File: config.mk
export PLATFORM = sky130hd
export DESIGN_NAME = cpu
export DESIGN_NICKNAME = d
export VERILOG_FILES = /design/src/rtl/cpu_pkg.sv /design/src/rtl/cpu_alu.sv /design/src/rtl/cpu.sv
export SDC_FILE = /design/constraint.sdc
export NUM_CORES = 1
export LEC_CHECK = 0
export BUFFER_PORTS_ARGS = -buffer_cell sky130_fd_sc_hd__clkbuf_2
export CORE_MARGIN = 3
export CORE_UTILIZATION = 55
export CTS_CLUSTER_SIZE = 16
export DETAILED_ROUTE_END_ITERATION = 8
export PLACE_DENSITY_LB_ADDON = 0.08
export SYNTH_ARGS = -nofsm -noshare
export SYNTH_HDL_FRONTEND = slang
export SYNTH_SLANG_ARGS = --single-unit
File: constraint.sdc
create_clock -name clk -period 7.3 [get_ports clk]
set_clock_uncertainty 0.1 [all_clocks]
set_input_delay 1.095 -clock clk [delete_from_list [all_inputs] [get_ports clk]]
set_output_delay 1.095 -clock clk [all_outputs]
set_load 0.02 [all_outputs]
File: src/rtl/cpu_pkg.sv
// Shared definitions for the 8-bit accumulator CPU: opcodes, FSM encoding, decode helpers.
// Shift opcodes are only decoded when CPU_SHIFT_EN is defined.
package cpu_pkg;

  typedef enum logic [2:0] {
    RESET_IDLE = 3'd0,
    FETCH_OP   = 3'd1,
    FETCH_OPND = 3'd2,
    MEM_RD     = 3'd3,
    MEM_WR     = 3'd4,
    EXECUTE    = 3'd5,
    HALT       = 3'd6
  } state_e;

  localparam logic [7:0] OP_NOP = 8'h00;
  localparam logic [7:0] OP_LDI = 8'h01;
  localparam logic [7:0] OP_LDA = 8'h02;
  localparam logic [7:0] OP_STA = 8'h03;
  localparam logic [7:0] OP_ADD = 8'h04;
  localparam logic [7:0] OP_SUB = 8'h05;
  localparam logic [7:0] OP_AND = 8'h06;
  localparam logic [7:0] OP_OR  = 8'h07;
  localparam logic [7:0] OP_XOR = 8'h08;
  localparam logic [7:0] OP_JMP = 8'h09;
  localparam logic [7:0] OP_JZ  = 8'h0A;
  localparam logic [7:0] OP_JC  = 8'h0B;
  localparam logic [7:0] OP_SHL = 8'h0C;
  localparam logic [7:0] OP_SHR = 8'h0D;
  localparam logic [7:0] OP_HLT = 8'hFF;

  function automatic logic [1:0] instr_len(input logic [7:0] op);
    return (op >= OP_LDI && op <= OP_JC) ? 2'd2 : 2'd1;
  endfunction

  // Opcodes whose second operand comes from a data read at address a.
  function automatic logic is_mem_rd(input logic [7:0] op);
    return (op == OP_LDA) || (op >= OP_ADD && op <= OP_XOR);
  endfunction

endpackage

File: src/rtl/cpu_alu.sv
// Combinational ALU for the accumulator CPU; returns result, zero and carry/borrow.
// SHL/SHR are decoded only when CPU_SHIFT_EN is defined.
import cpu_pkg::*;

module cpu_alu (
  input  logic [7:0] op_i,
  input  logic [7:0] acc_i,
  input  logic [7:0] opnd_i,
  output logic [7:0] res_o,
  output logic       z_o,
  output logic       c_o
);

  always_comb begin
    res_o = acc_i;
    c_o   = 1'b0;
    case (op_i)
      OP_LDI, OP_LDA: res_o = opnd_i;
      OP_ADD:         {c_o, res_o} = {1'b0, acc_i} + {1'b0, opnd_i};
      OP_SUB: begin
        res_o = acc_i - opnd_i;
        c_o   = (acc_i < opnd_i);
      end
      OP_AND:         res_o = acc_i & opnd_i;
      OP_OR:          res_o = acc_i | opnd_i;
      OP_XOR:         res_o = acc_i ^ opnd_i;
`ifdef CPU_SHIFT_EN
      OP_SHL: begin
        res_o = {acc_i[6:0], 1'b0};
        c_o   = acc_i[7];
      end
      OP_SHR: begin
        res_o = {1'b0, acc_i[7:1]};
        c_o   = acc_i[0];
      end
`endif
      default: ;
    endcase
    z_o = (res_o == 8'h00);
  end

endmodule

File: src/rtl/cpu.sv
// 8-bit accumulator CPU with a ready-handshaked byte memory interface; all outputs registered.
// Optional SHL/SHR instructions are enabled by defining CPU_SHIFT_EN.
import cpu_pkg::*;

module cpu (
  input  logic        clk,
  input  logic        rst,
  output logic [31:0] mem_addr,
  output logic [7:0]  mem_data_in,
  input  logic [7:0]  mem_data_out,
  output logic        memory_read_en,
  output logic        memory_write_en,
  input  logic        mem_ready
);

  state_e      state_q;
  logic [31:0] pc_q, addr_q;
  logic [7:0]  acc_q, op_q, opnd_q, wdata_q;
  logic        z_q, c_q, halted_q, rd_q, wr_q;
  logic [7:0]  alu_res;
  logic        alu_z, alu_c, acc_wr_d, c_wr_d, can_issue_d;
  logic [31:0] pc_seq_d, target_d;

  cpu_alu u_alu (
    .op_i   (op_q),
    .acc_i  (acc_q),
    .opnd_i (opnd_q),
    .res_o  (alu_res),
    .z_o    (alu_z),
    .c_o    (alu_c)
  );

  always_comb begin
    pc_seq_d    = pc_q + 32'(instr_len(op_q));
    target_d    = {24'h0, opnd_q};
    can_issue_d = !mem_ready && !halted_q;
    c_wr_d      = (op_q >= OP_ADD && op_q <= OP_XOR);
`ifdef CPU_SHIFT_EN
    c_wr_d      = c_wr_d || (op_q == OP_SHL) || (op_q == OP_SHR);
`endif
    acc_wr_d    = c_wr_d || (op_q == OP_LDI) || (op_q == OP_LDA);
  end

  // A new read is issued only once mem_ready has been seen low after the previous one.
  always_ff @(posedge clk) begin
    if (rst) begin
      state_q  <= RESET_IDLE;
      pc_q     <= '0;
      acc_q    <= '0;
      z_q      <= 1'b0;
      c_q      <= 1'b0;
      halted_q <= 1'b0;
      op_q     <= '0;
      opnd_q   <= '0;
      addr_q   <= '0;
      wdata_q  <= '0;
      rd_q     <= 1'b0;
      wr_q     <= 1'b0;
    end else begin
      case (state_q)
        RESET_IDLE: state_q <= FETCH_OP;
        FETCH_OP: begin
          if (!rd_q) begin
            if (can_issue_d) begin
              rd_q   <= 1'b1;
              addr_q <= pc_q;
            end
          end else if (mem_ready) begin
            rd_q    <= 1'b0;
            op_q    <= mem_data_out;
            state_q <= (instr_len(mem_data_out) == 2'd2) ? FETCH_OPND : EXECUTE;
          end
        end
        FETCH_OPND: begin
          if (!rd_q) begin
            if (can_issue_d) begin
              rd_q   <= 1'b1;
              addr_q <= pc_q + 32'd1;
            end
          end else if (mem_ready) begin
            rd_q   <= 1'b0;
            opnd_q <= mem_data_out;
            if (is_mem_rd(op_q)) begin
              state_q <= MEM_RD;
            end else if (op_q == OP_STA) begin
              state_q <= MEM_WR;
              wr_q    <= 1'b1;
              addr_q  <= {24'h0, mem_data_out};
              wdata_q <= acc_q;
            end else begin
              state_q <= EXECUTE;
            end
          end
        end
        MEM_RD: begin
          if (!rd_q) begin
            if (can_issue_d) begin
              rd_q   <= 1'b1;
              addr_q <= target_d;
            end
          end else if (mem_ready) begin
            rd_q    <= 1'b0;
            opnd_q  <= mem_data_out;
            state_q <= EXECUTE;
          end
        end
        MEM_WR: begin
          wr_q    <= 1'b0;
          state_q <= EXECUTE;
        end
        EXECUTE: begin
          state_q <= FETCH_OP;
          pc_q    <= pc_seq_d;
          if (acc_wr_d) begin
            acc_q <= alu_res;
            z_q   <= alu_z;
          end
          if (c_wr_d) c_q <= alu_c;
          case (op_q)
            OP_JMP: pc_q <= target_d;
            OP_JZ:  if (z_q) pc_q <= target_d;
            OP_JC:  if (c_q) pc_q <= target_d;
            OP_HLT: begin
              state_q  <= HALT;
              halted_q <= 1'b1;
              pc_q     <= pc_q;
            end
            default: ;
          endcase
        end
        HALT: begin
          rd_q <= 1'b0;
          wr_q <= 1'b0;
        end
        default: state_q <= RESET_IDLE;
      endcase
    end
  end

  assign mem_addr        = addr_q;
  assign mem_data_in     = wdata_q;
  assign memory_read_en  = rd_q;
  assign memory_write_en = wr_q;

endmodule

==> metrics.md, run 1 <==
| Metric | Value |
|---|---|
| Cell Pwr Density | 169 nW/um^2 |
| Hold Crit Start | mem_addr[21] |
| Clk sinks | 104 |
| Ys Warns | 0 |
| Buffer and inverter count on the worst path | 1 |
| Post-Syn Area per Cell | 7.57 sq um |
| Worst-skew pair later-pin latency | 360 ps |
| CTS H-Tree Depth | 3 |
| Setup WS post-layout | 3850 ps |
| Area grow syn2layout | 7.24% |
| Number of synthesized flops with an enable pin | 0 |
| Unrepaired setup endpoints after global routing | false |
| Total CTS buffers | 9 |
| Max_cap viols | 0 |
| Netlist area before placement | 6760 sq um |
| Antenna-violating nets left | 0 |
| First-pass GRT wire length | 31.9 mm |
| DR iter-0 viols | 962 |
| Max Clock Freq | 290 MHz |
| Top_reg_cell synth | dfxtp_1 |
| First-pass iteration count of the detailed router | 7 |
| Diode count | 0 |
| CP delay by family, top | simple AND/OR/NAND/NOR gates |
| Pre-CTS setup slack | 3890 ps |
| Slew Limit Fails | 0 |
| Outcome | completed |
| Number of global-route vias before repair | 5,893 |
| Required @ worst endpoint | 7420 ps |
| Grt ovf | 0 |
| Fillers | 1,083 |
| Crit share post-route | 0.473 |
| Rows | 39 |
| Post-synthesis instance total | 892 |
| Initial Util | 0.577 |
| Static Leak | 2.44 nW |
| Met2 wire length | 8.26 mm |
| Post-DR wirelength/cell | 19.4 um |
| Drt total wl | 20.3 mm |
| CTS tree | done |
| Finished Layout Cells | 1,045 |
| GRT Total Usage | 0.299 |
| Yosys cell types | 68 |
| R2R depth | 12 |
| Reg-to-reg endpoint | pc_q[29] |
| Worst reg2reg startpoint | op_q[0] |
| Most frequent cells in the layout | 123 x nor2_1, 104 x dfxtp_1, 88 x nand2_1 |
| Hold Path Depth | 2 |
| Die Wd | 117 um |
| Worst VDD drop | 0.000133 V |
| R2R setup slack | 3850 ps |
| Worst Setup End Kind | flop |
| IO Count | 53 |
| Post_cts resized | 0 |
| Final count of hold timing violations | 0 |
| CP startpoint kind | flop |
| Post-Syn Nets | 933 |
| Final Setup Violations | 0 |
| Clk buf depth | 2 |
| DRC Markers | 0 |
| Clock transition at path regs | 70 ps |
| Ys async rst share | 0 |
| Die height | 117 um |
| Setup TNS | 0 ps |
| Worst Setup Path Type | reg2reg |
| Gpl congestion | 0.956 |
| Antenna violations before repair | 0 |
| Hold Crit Class | reg2reg |
| Placed insts | 1,029 |
| Placed wire-length estimate | 14.7 mm |
| Max layer used | met4 |
| Largest net degree at the start of global routing | 77 |
| Worst path cell trace | nor2_1 > nand2_1 > nand3_1 > inv_1 > ha_1 > a21oi_1 > nand2b_1 > nor4_2 > nand3_1 > nor4_1 > xnor2_1 > nor2_1 |
| WP depth | 12 |
| Period minus WS final | 3450 ps |
| Metal3 WL | 2.23 mm |
| Worst path arrival time | 3570 ps |
| Hold Path End | mem_addr[21] |
| CTS Hold Bufs | 0 |
| Commonest non-fill, non-tap cell in the layout | nor2_1 |
| Synth Register Bits | 104 |
| Slew margin rel. | 0.141 |
| # Post-CTS Setup Buffers | 0 |
| # port buffers | 52 |
| # nets final | 938 |
| Layout cells sized above 1 | 0.110 |
| Slowest stage delay, CP | 940 ps |
| Slew @ Worst Pin | 1290 ps |
| Crit Path Max Fanout | 26 |
| Met1 wire length | 9.41 mm |
| Core area | 11,700 sq um |
| CP max stage cell | dfxtp_1 |
| DR vias/cell | 6.51 |
| Register area share after synthesis | 0.308 |
| Vias | 6,802 |
| Die area | 13,700 sq um |
| Root Driver | clkbuf_16 |
==> power by group <==
part	switching (mW)	total (mW)	internal (mW)
clock	0.229	0.498	0.270
sequential	0.0174	0.599	0.582
combinational	0.0841	0.126	0.0423
==> flip-flops by register name, summed over array words and instances (netlist names) <==
signal	count
mem_addr	32
mem_data_in	8
memory_read_en	1
state_q	3
z_q	1
op_q	8
pc_q	32
opnd_q	8
halted_q	1
c_q	1
memory_write_en	1
acc_q	8
==> cells by family after synthesis <==
logic type / after synthesis / share of synthesized area
compound gates: 255 / 0.249
xor+xnor: 22 / 0.0285
fa+ha+maj: 30 / 0.0589
buf+inv: 97 / 0.0630
flops: 104 / 0.308
mux: 24 / 0.0356
simple gates: 360 / 0.256
==> worst register-to-register path: stages (launching register included) <==
cell and delay [ps]:
dfxtp_1 940, nor2_1 190, nand2_1 110, nand3_1 100, inv_1 120, ha_1 130
a21oi_1 130, nand2b_1 250, nor4_2 340, nand3_1 300, nor4_1 400, xnor2_1 160
nor2_1 50
==> cell usage after synthesis (4+ instances only) <==
master	count	area (sq um)
a221o_1	4	40.0
nand2_1	88	330
mux2i_1	24	240
nand2b_1	11	68.8
o21ai_0	63	315
nor4_1	11	68.8
a21oi_1	73	365
o41ai_1	4	35.0
o211ai_1	13	97.6
nor2b_1	7	43.8
nand4_1	18	113
o22ai_1	7	43.8
nor3_1	28	140
a221oi_1	8	70.1
xnor2_1	13	114
clkbuf_1	38	143
buf_2	16	80.1
buf_6	5	56.3
o311a_1	5	50.1
or4_1	5	37.5
inv_1	34	128
a31oi_1	8	50.1
ha_1	27	338
nor2_1	123	462
dfxtp_1	104	2080
or2_2	4	25.0
or3_1	9	56.3
a311oi_1	4	35.0
a311oi_2	5	75.1
xor2_1	9	78.8
o21bai_1	4	30.0
and3_1	9	56.3
a22oi_1	6	45.0
nand3_1	27	135
a211oi_1	18	135
==> metal layers <==
layer	up-vias	GRT usage
met4	0	0.0810
met1	3140	0.451
met5	-	0
li1	3250	-
met2	383	0.421
met3	29	0.0787
==> per-stage QoR <==
stage | util | hold slack [ps] | instance area [sq um] | power (mW)
final | 0.619 | 356 | 7250 | 1.22
after CTS | 0.619 | 360 | 7250 | 1.23
after global placement | 0.593 | 342 | 6940 | 0.735
after global routing | 0.619 | 376 | 7250 | 1.27
after detailed placement | 0.593 | 350 | 6940 | 0.738
after floorplan | - | 355 | 6760 | 0.703
==> layout make-up <==
cell class,count,area [sq um],share of cell area
Clock buffer,9,225,0.0311
Inverter,34,128,0.0176
Timing Repair Buffer,57,298,0.0411
Multi-Input combinational cell,691,4260,0.587
Clock inverter,7,78.8,0.0109
Sequential cell,104,2080,0.287
Tap cell,143,179,0.0247
==> worst max-delay path by stage <==
stage,startpoint,endpoint,slack (ps)
finish,op_q[0],pc_q[29],3850
global route,op_q[0],pc_q[29],3560
CTS,op_q[0],pc_q[29],3870
detailed placement,op_q[0],pc_q[29],3890
global placement,op_q[4],mem_addr[15],4040
floorplan,op_q[1],pc_q[29],4300
(Power assumes the default switching activity.)
==> run 2: changes to the inputs <==
clock period = 2.9 ns   (was 7.3 ns; I/O delays follow)
==> metrics.md, run 2 (synthesis results as in run 1) <==
| Metric | Value |
|---|---|
| Cell Pwr Density | 406 nW/um^2 |
| Worst Setup Path Type | reg2reg |
| Die area | 13,700 sq um |
| Max_cap viols | 0 |
| Multi-input logic area | 4350 sq um |
| Static Leak | 2.80 nW |
| Diode count | 0 |
| Antenna violations before repair | 1 |
| Post-DR wirelength/cell | 20.1 um |
| Max Clock Freq | 355 MHz |
| Grt ovf | 0 |
| Clk sinks | 104 |
| # port buffers | 52 |
| Commonest non-fill, non-tap cell in the layout | nor2_1 |
| Sequential Area | 2080 sq um |
| CP max stage cell | nor4_4 |
| Slew margin rel. | 0.470 |
| Crit-path most repeated cell | nor4_4 |
| Final Setup Violations | 0 |
| Placed insts | 1,083 |
| Gpl congestion | 0.909 |
| CTS tree | done |
| Buffer and inverter count on the worst path | 1 |
| Period minus WS final | 2820 ps |
| Placed wire-length estimate | 16.3 mm |
| Worst VDD drop | 0.000355 V |
| GRT Total Usage | 0.327 |
| Die Wd | 117 um |
| Min Hold Slack | 275 ps |
| Crit Path Max Fanout | 8 |
| Drt total wl | 22.2 mm |
| Slew Limit Fails | 0 |
| Worst path cell trace | nor4_4 > nand3_2 > inv_1 > ha_1 > a21oi_1 > nand2b_1 > nor4_4 > nand3_4 > nor3_2 > xnor2_1 > nor2_1 |
| Worst Setup End Kind | flop |
| CP delay by family, top | simple AND/OR/NAND/NOR gates |
| Rows | 39 |
| Slew @ Worst Pin | 793 ps |
| DR vias/cell | 6.53 |
| Core area | 11,700 sq um |
| CTS H-Tree Depth | 3 |
| Largest net degree at the start of global routing | 49 |
| Total CTS buffers | 9 |
| DRC Markers | 0 |
| IO Count | 53 |
| # nets final | 995 |
| Root Driver | clkbuf_16 |
| Final count of hold timing violations | 0 |
| Worst path arrival time | 2970 ps |
| Most frequent cells in the layout | 123 x nor2_1, 103 x dfxtp_1, 88 x nand2_1 |
| DR iter-0 viols | 1,009 |
| Clock transition at path regs | 70 ps |
| First-pass iteration count of the detailed router | 7 |
| Worst-skew pair later-pin latency | 360 ps |
| Slowest stage delay, CP | 440 ps |
| Antenna-violating nets left | 0 |
| Layout cells sized above 1 | 0.173 |
| Required @ worst endpoint | 3050 ps |
| Clk buf depth | 2 |
| Vias | 7,200 |
| Hold Crit Class | in2reg |
| Finished Layout Cells | 1,102 |
| CP startpoint kind | flop |
| Die height | 117 um |
| Fillers | 1,032 |
| Outcome | completed |
| Area grow syn2layout | 15.4% |
| Number of global-route vias before repair | 6,575 |
| Crit share post-route | 0.972 |
| Initial Util | 0.577 |
| First-pass GRT wire length | 34.8 mm |
| CTS Hold Bufs | 0 |
-- run 2: per-stage QoR --
stage / total power, mW / setup TNS [ps] / setup slack [ps] / util / cell area [sq um]
after detailed placement: 1.90 / 0 / 111 / 0.632 / 7400
after CTS: 3.16 / 0 / 39.5 / 0.659 / 7720
final: 3.16 / 0 / 82.1 / 0.666 / 7800
after global placement: 1.89 / 0 / 137 / 0.632 / 7400
after floorplan: 1.77 / 0 / 11.7 / - / 6780
after global routing: 3.26 / -42.3 / -37.7 / 0.666 / 7800
-- run 2: timing repair --
item                       CTS  global route
buffers inserted             0             3
setup endpoints to repair    0            15
resized for setup            0            11
-- run 2: power breakdown --
group | leakage [nW] | switching [mW] | total, mW | internal [mW]
clock | 0.157 | 0.565 | 1.29 | 0.723
combinational | 1.80 | 0.242 | 0.374 | 0.132
sequential | 0.842 | 0.0358 | 1.50 | 1.47
-- run 2: final timing paths --
path	endpoint	slack, ps	from	depth (start not counted)
worst min register to register	mem_addr[29]	360	mem_addr[29]	2
worst max-delay path	pc_q[25]	80	op_q[7]	11
worst max register to register	pc_q[25]	80	op_q[7]	11
worst min-delay path	opnd_q[5]	280	mem_data_out[5]	3
-- run 2: cell type report --
class                      instances  share of cell area
multi-input combinational        691               0.557
clock inverter                     5             0.00786
clock buffer                      11              0.0324
timing repair buffer             114              0.0962
sequential                       104               0.267
tap                              143              0.0229
inverter                          34              0.0164
-- run 2: worst register-to-register path, cell delays in order (launching register included) --
cell and delay (ps):
dfxtp_1 360, nor4_4 370, nand3_2 170, inv_1 150, ha_1 140, a21oi_1 70, nand2b_1 200, nor4_4 440
nand3_4 200, nor3_2 260, xnor2_1 160, nor2_1 60
-- run 2: routing by layer --
layer | track usage | wire length (um) | vias to the layer above | part of all wire
met4 | 0.0856 | 372 | 2 | 0.017
met3 | 0.102 | 2670 | 45 | 0.12
met5 | 0 | 18 | - | 0.00081
li1 | - | - | 3364 | -
met1 | 0.483 | 10000 | 3361 | 0.45
met2 | 0.460 | 9140 | 428 | 0.41
==> run 3: changes to the inputs <==
CORE_UTILIZATION = 30   (was 55)
==> metrics.md, run 3 (synthesis results as in run 1) <==
| Metric | Value |
|---|---|
| Worst reg2reg startpoint | acc_q[4] |
| Layout cells sized above 1 | 0.184 |
| Worst Setup Path Type | reg2reg |
| WP depth | 11 |
| Cell Pwr Density | 394 nW/um^2 |
| Clock transition at path regs | 80 ps |
| Drt total wl | 24.4 mm |
| CP delay by family, top | compound AO/OA/AOI/OAI gates |
| Gpl congestion | 0.861 |
| Hold Crit Class | in2reg |
| Slew Limit Fails | 0 |
| CTS tree | done |
| CTS H-Tree Depth | 3 |
| Clk sinks | 104 |
| First-pass iteration count of the detailed router | 5 |
| Outcome | completed |
| Buffer and inverter count on the worst path | 3 |
| Diode count | 0 |
| Total CTS buffers | 9 |
| Slew @ Worst Pin | 751 ps |
| Root Driver | clkbuf_16 |
| Die Wd | 156 um |
| Required @ worst endpoint | 3090 ps |
| Clk buf depth | 2 |
| R2R depth | 11 |
| # port buffers | 52 |
| Slew margin rel. | 0.500 |
| Worst path cell trace | inv_1 > ha_2 > nand3_1 > o211ai_1 > o41ai_1 > buf_4 > a221o_1 > a21oi_2 > a311oi_1 > buf_4 > a211oi_1 |
| Final Setup Violations | 0 |
| Worst VDD drop | 0.000233 V |
| Max_cap viols | 0 |
| Hold Path Depth | 3 |
| Commonest non-fill, non-tap cell in the layout | nor2_1 |
| Antenna violations before repair | 0 |
| Slowest stage delay, CP | 420 ps |
| Number of global-route vias before repair | 6,518 |
| Largest net degree at the start of global routing | 45 |
| Unrepaired setup endpoints after global routing | false |
| Total power | 3.16 mW |
| Hold Path End | opnd_q[5] |
| Crit-path most repeated cell | buf_4 |
| CP startpoint kind | flop |
| Period minus WS final | 2670 ps |
| Most frequent cells in the layout | 123 x nor2_1, 103 x dfxtp_1, 88 x nand2_1 |
| Static Leak | 2.83 nW |
| Crit Path Max Fanout | 9 |
| IO Count | 53 |
| Die area | 24,400 sq um |
| GRT Total Usage | 0.201 |
| Post-DR wirelength/cell | 19.5 um |
| Hold Crit Start | mem_data_out[5] |
| Die height | 156 um |
| Crit share post-route | 0.921 |
| Worst-skew pair later-pin latency | 360 ps |
| # nets final | 1,005 |
| Placed wire-length estimate | 18.2 mm |
| Initial Util | 0.308 |
| Core Util, Final | 0.366 |
| Worst Setup End Kind | flop |
| Vias | 6,820 |
| DR vias/cell | 5.46 |
| Max Clock Freq | 374 MHz |
| Final count of hold timing violations | 0 |
| Core area | 22,000 sq um |
| Setup TNS | 0 ps |
| Worst path arrival time | 2860 ps |
| Fillers | 2,347 |
| DR iter-0 viols | 407 |
| CP max stage cell | ha_2 |
| First-pass GRT wire length | 38.6 mm |
| Min Hold Slack | 260 ps |
| Grt ovf | 0 |
| DRC Markers | 0 |
| R2R setup slack | 230 ps |
| Rows | 54 |
| Antenna-violating nets left | 0 |
| Reg-to-reg endpoint | z_q |
| Area grow syn2layout | 18.9% |
-- run 3: metrics by stage --
| stage | instances | instance area (sq um) | worst slack, ps |
|---|---|---|---|
| 6_report | 1249 | 8030 | 228 |
| 5_1_grt | 1249 | 8030 | 10.9 |
| 4_1_cts | 1247 | 7970 | 73.9 |
| 3_5_place_dp | 1231 | 7670 | 76.1 |
| 3_3_place_gp | 1231 | 7670 | 104 |
| 2_1_floorplan | 892 | 6780 | 11.7 |
-- run 3: worst reg2reg max path: cells and delay by family (launching register included) --
| kind | cells | cell delay (ps) |
|---|---|---|
| buf+inv | 3 | 400 |
| simple gates | 1 | 90 |
| flops | 1 | 410 |
| fa+ha+maj | 1 | 420 |
| compound gates | 6 | 1170 |
-- run 3: report_power, final --
| part | internal, mW | leakage [nW] | switching [mW] |
|---|---|---|---|
| combinational | 0.137 | 1.84 | 0.247 |
| sequential | 1.46 | 0.842 | 0.0338 |
| clock | 0.678 | 0.145 | 0.604 |
| total | 2.28 | 2.83 | 0.885 |
-- run 3: worst max path at each step --
stage	to	startpoint
3_3_place_gp	z_q	acc_q[4]
5_1_grt	pc_q[29]	op_q[4]
4_1_cts	z_q	acc_q[4]
3_5_place_dp	z_q	acc_q[4]
6_report	z_q	acc_q[4]
2_1_floorplan	pc_q[29]	op_q[0]
-- run 3: layout make-up --
type	instances	area [sq um]	area share
well taps	280	350	0.0436
clock inverters	6	67.6	0.00841
inverters	34	128	0.0159
multi-input cells	691	4340	0.540
clock buffers	10	229	0.0285
repair buffers	124	838	0.104
flip-flops and latches	104	2080	0.259
-- run 3: metal layers --
layer / GRT usage / routed length (um) / up-vias / part of all wire
li1: - / - / 3386 / -
met1: 0.284 / 11900 / 3246 / 0.49
met5: 0 / 0 / - / 0
met3: 0.0239 / 1020 / 29 / 0.042
met4: 0.0601 / 475 / 0 / 0.019
met2: 0.321 / 11100 / 159 / 0.45
-- run 3: what timing repair did --
| item | in CTS | in global routing |
|---|---|---|
| gates resized for setup | 0 | 12 |
| buffers inserted | 0 | 2 |
| hold buffers | 0 | 0 |
| endpoints found under the setup margin | 0 | 12 |
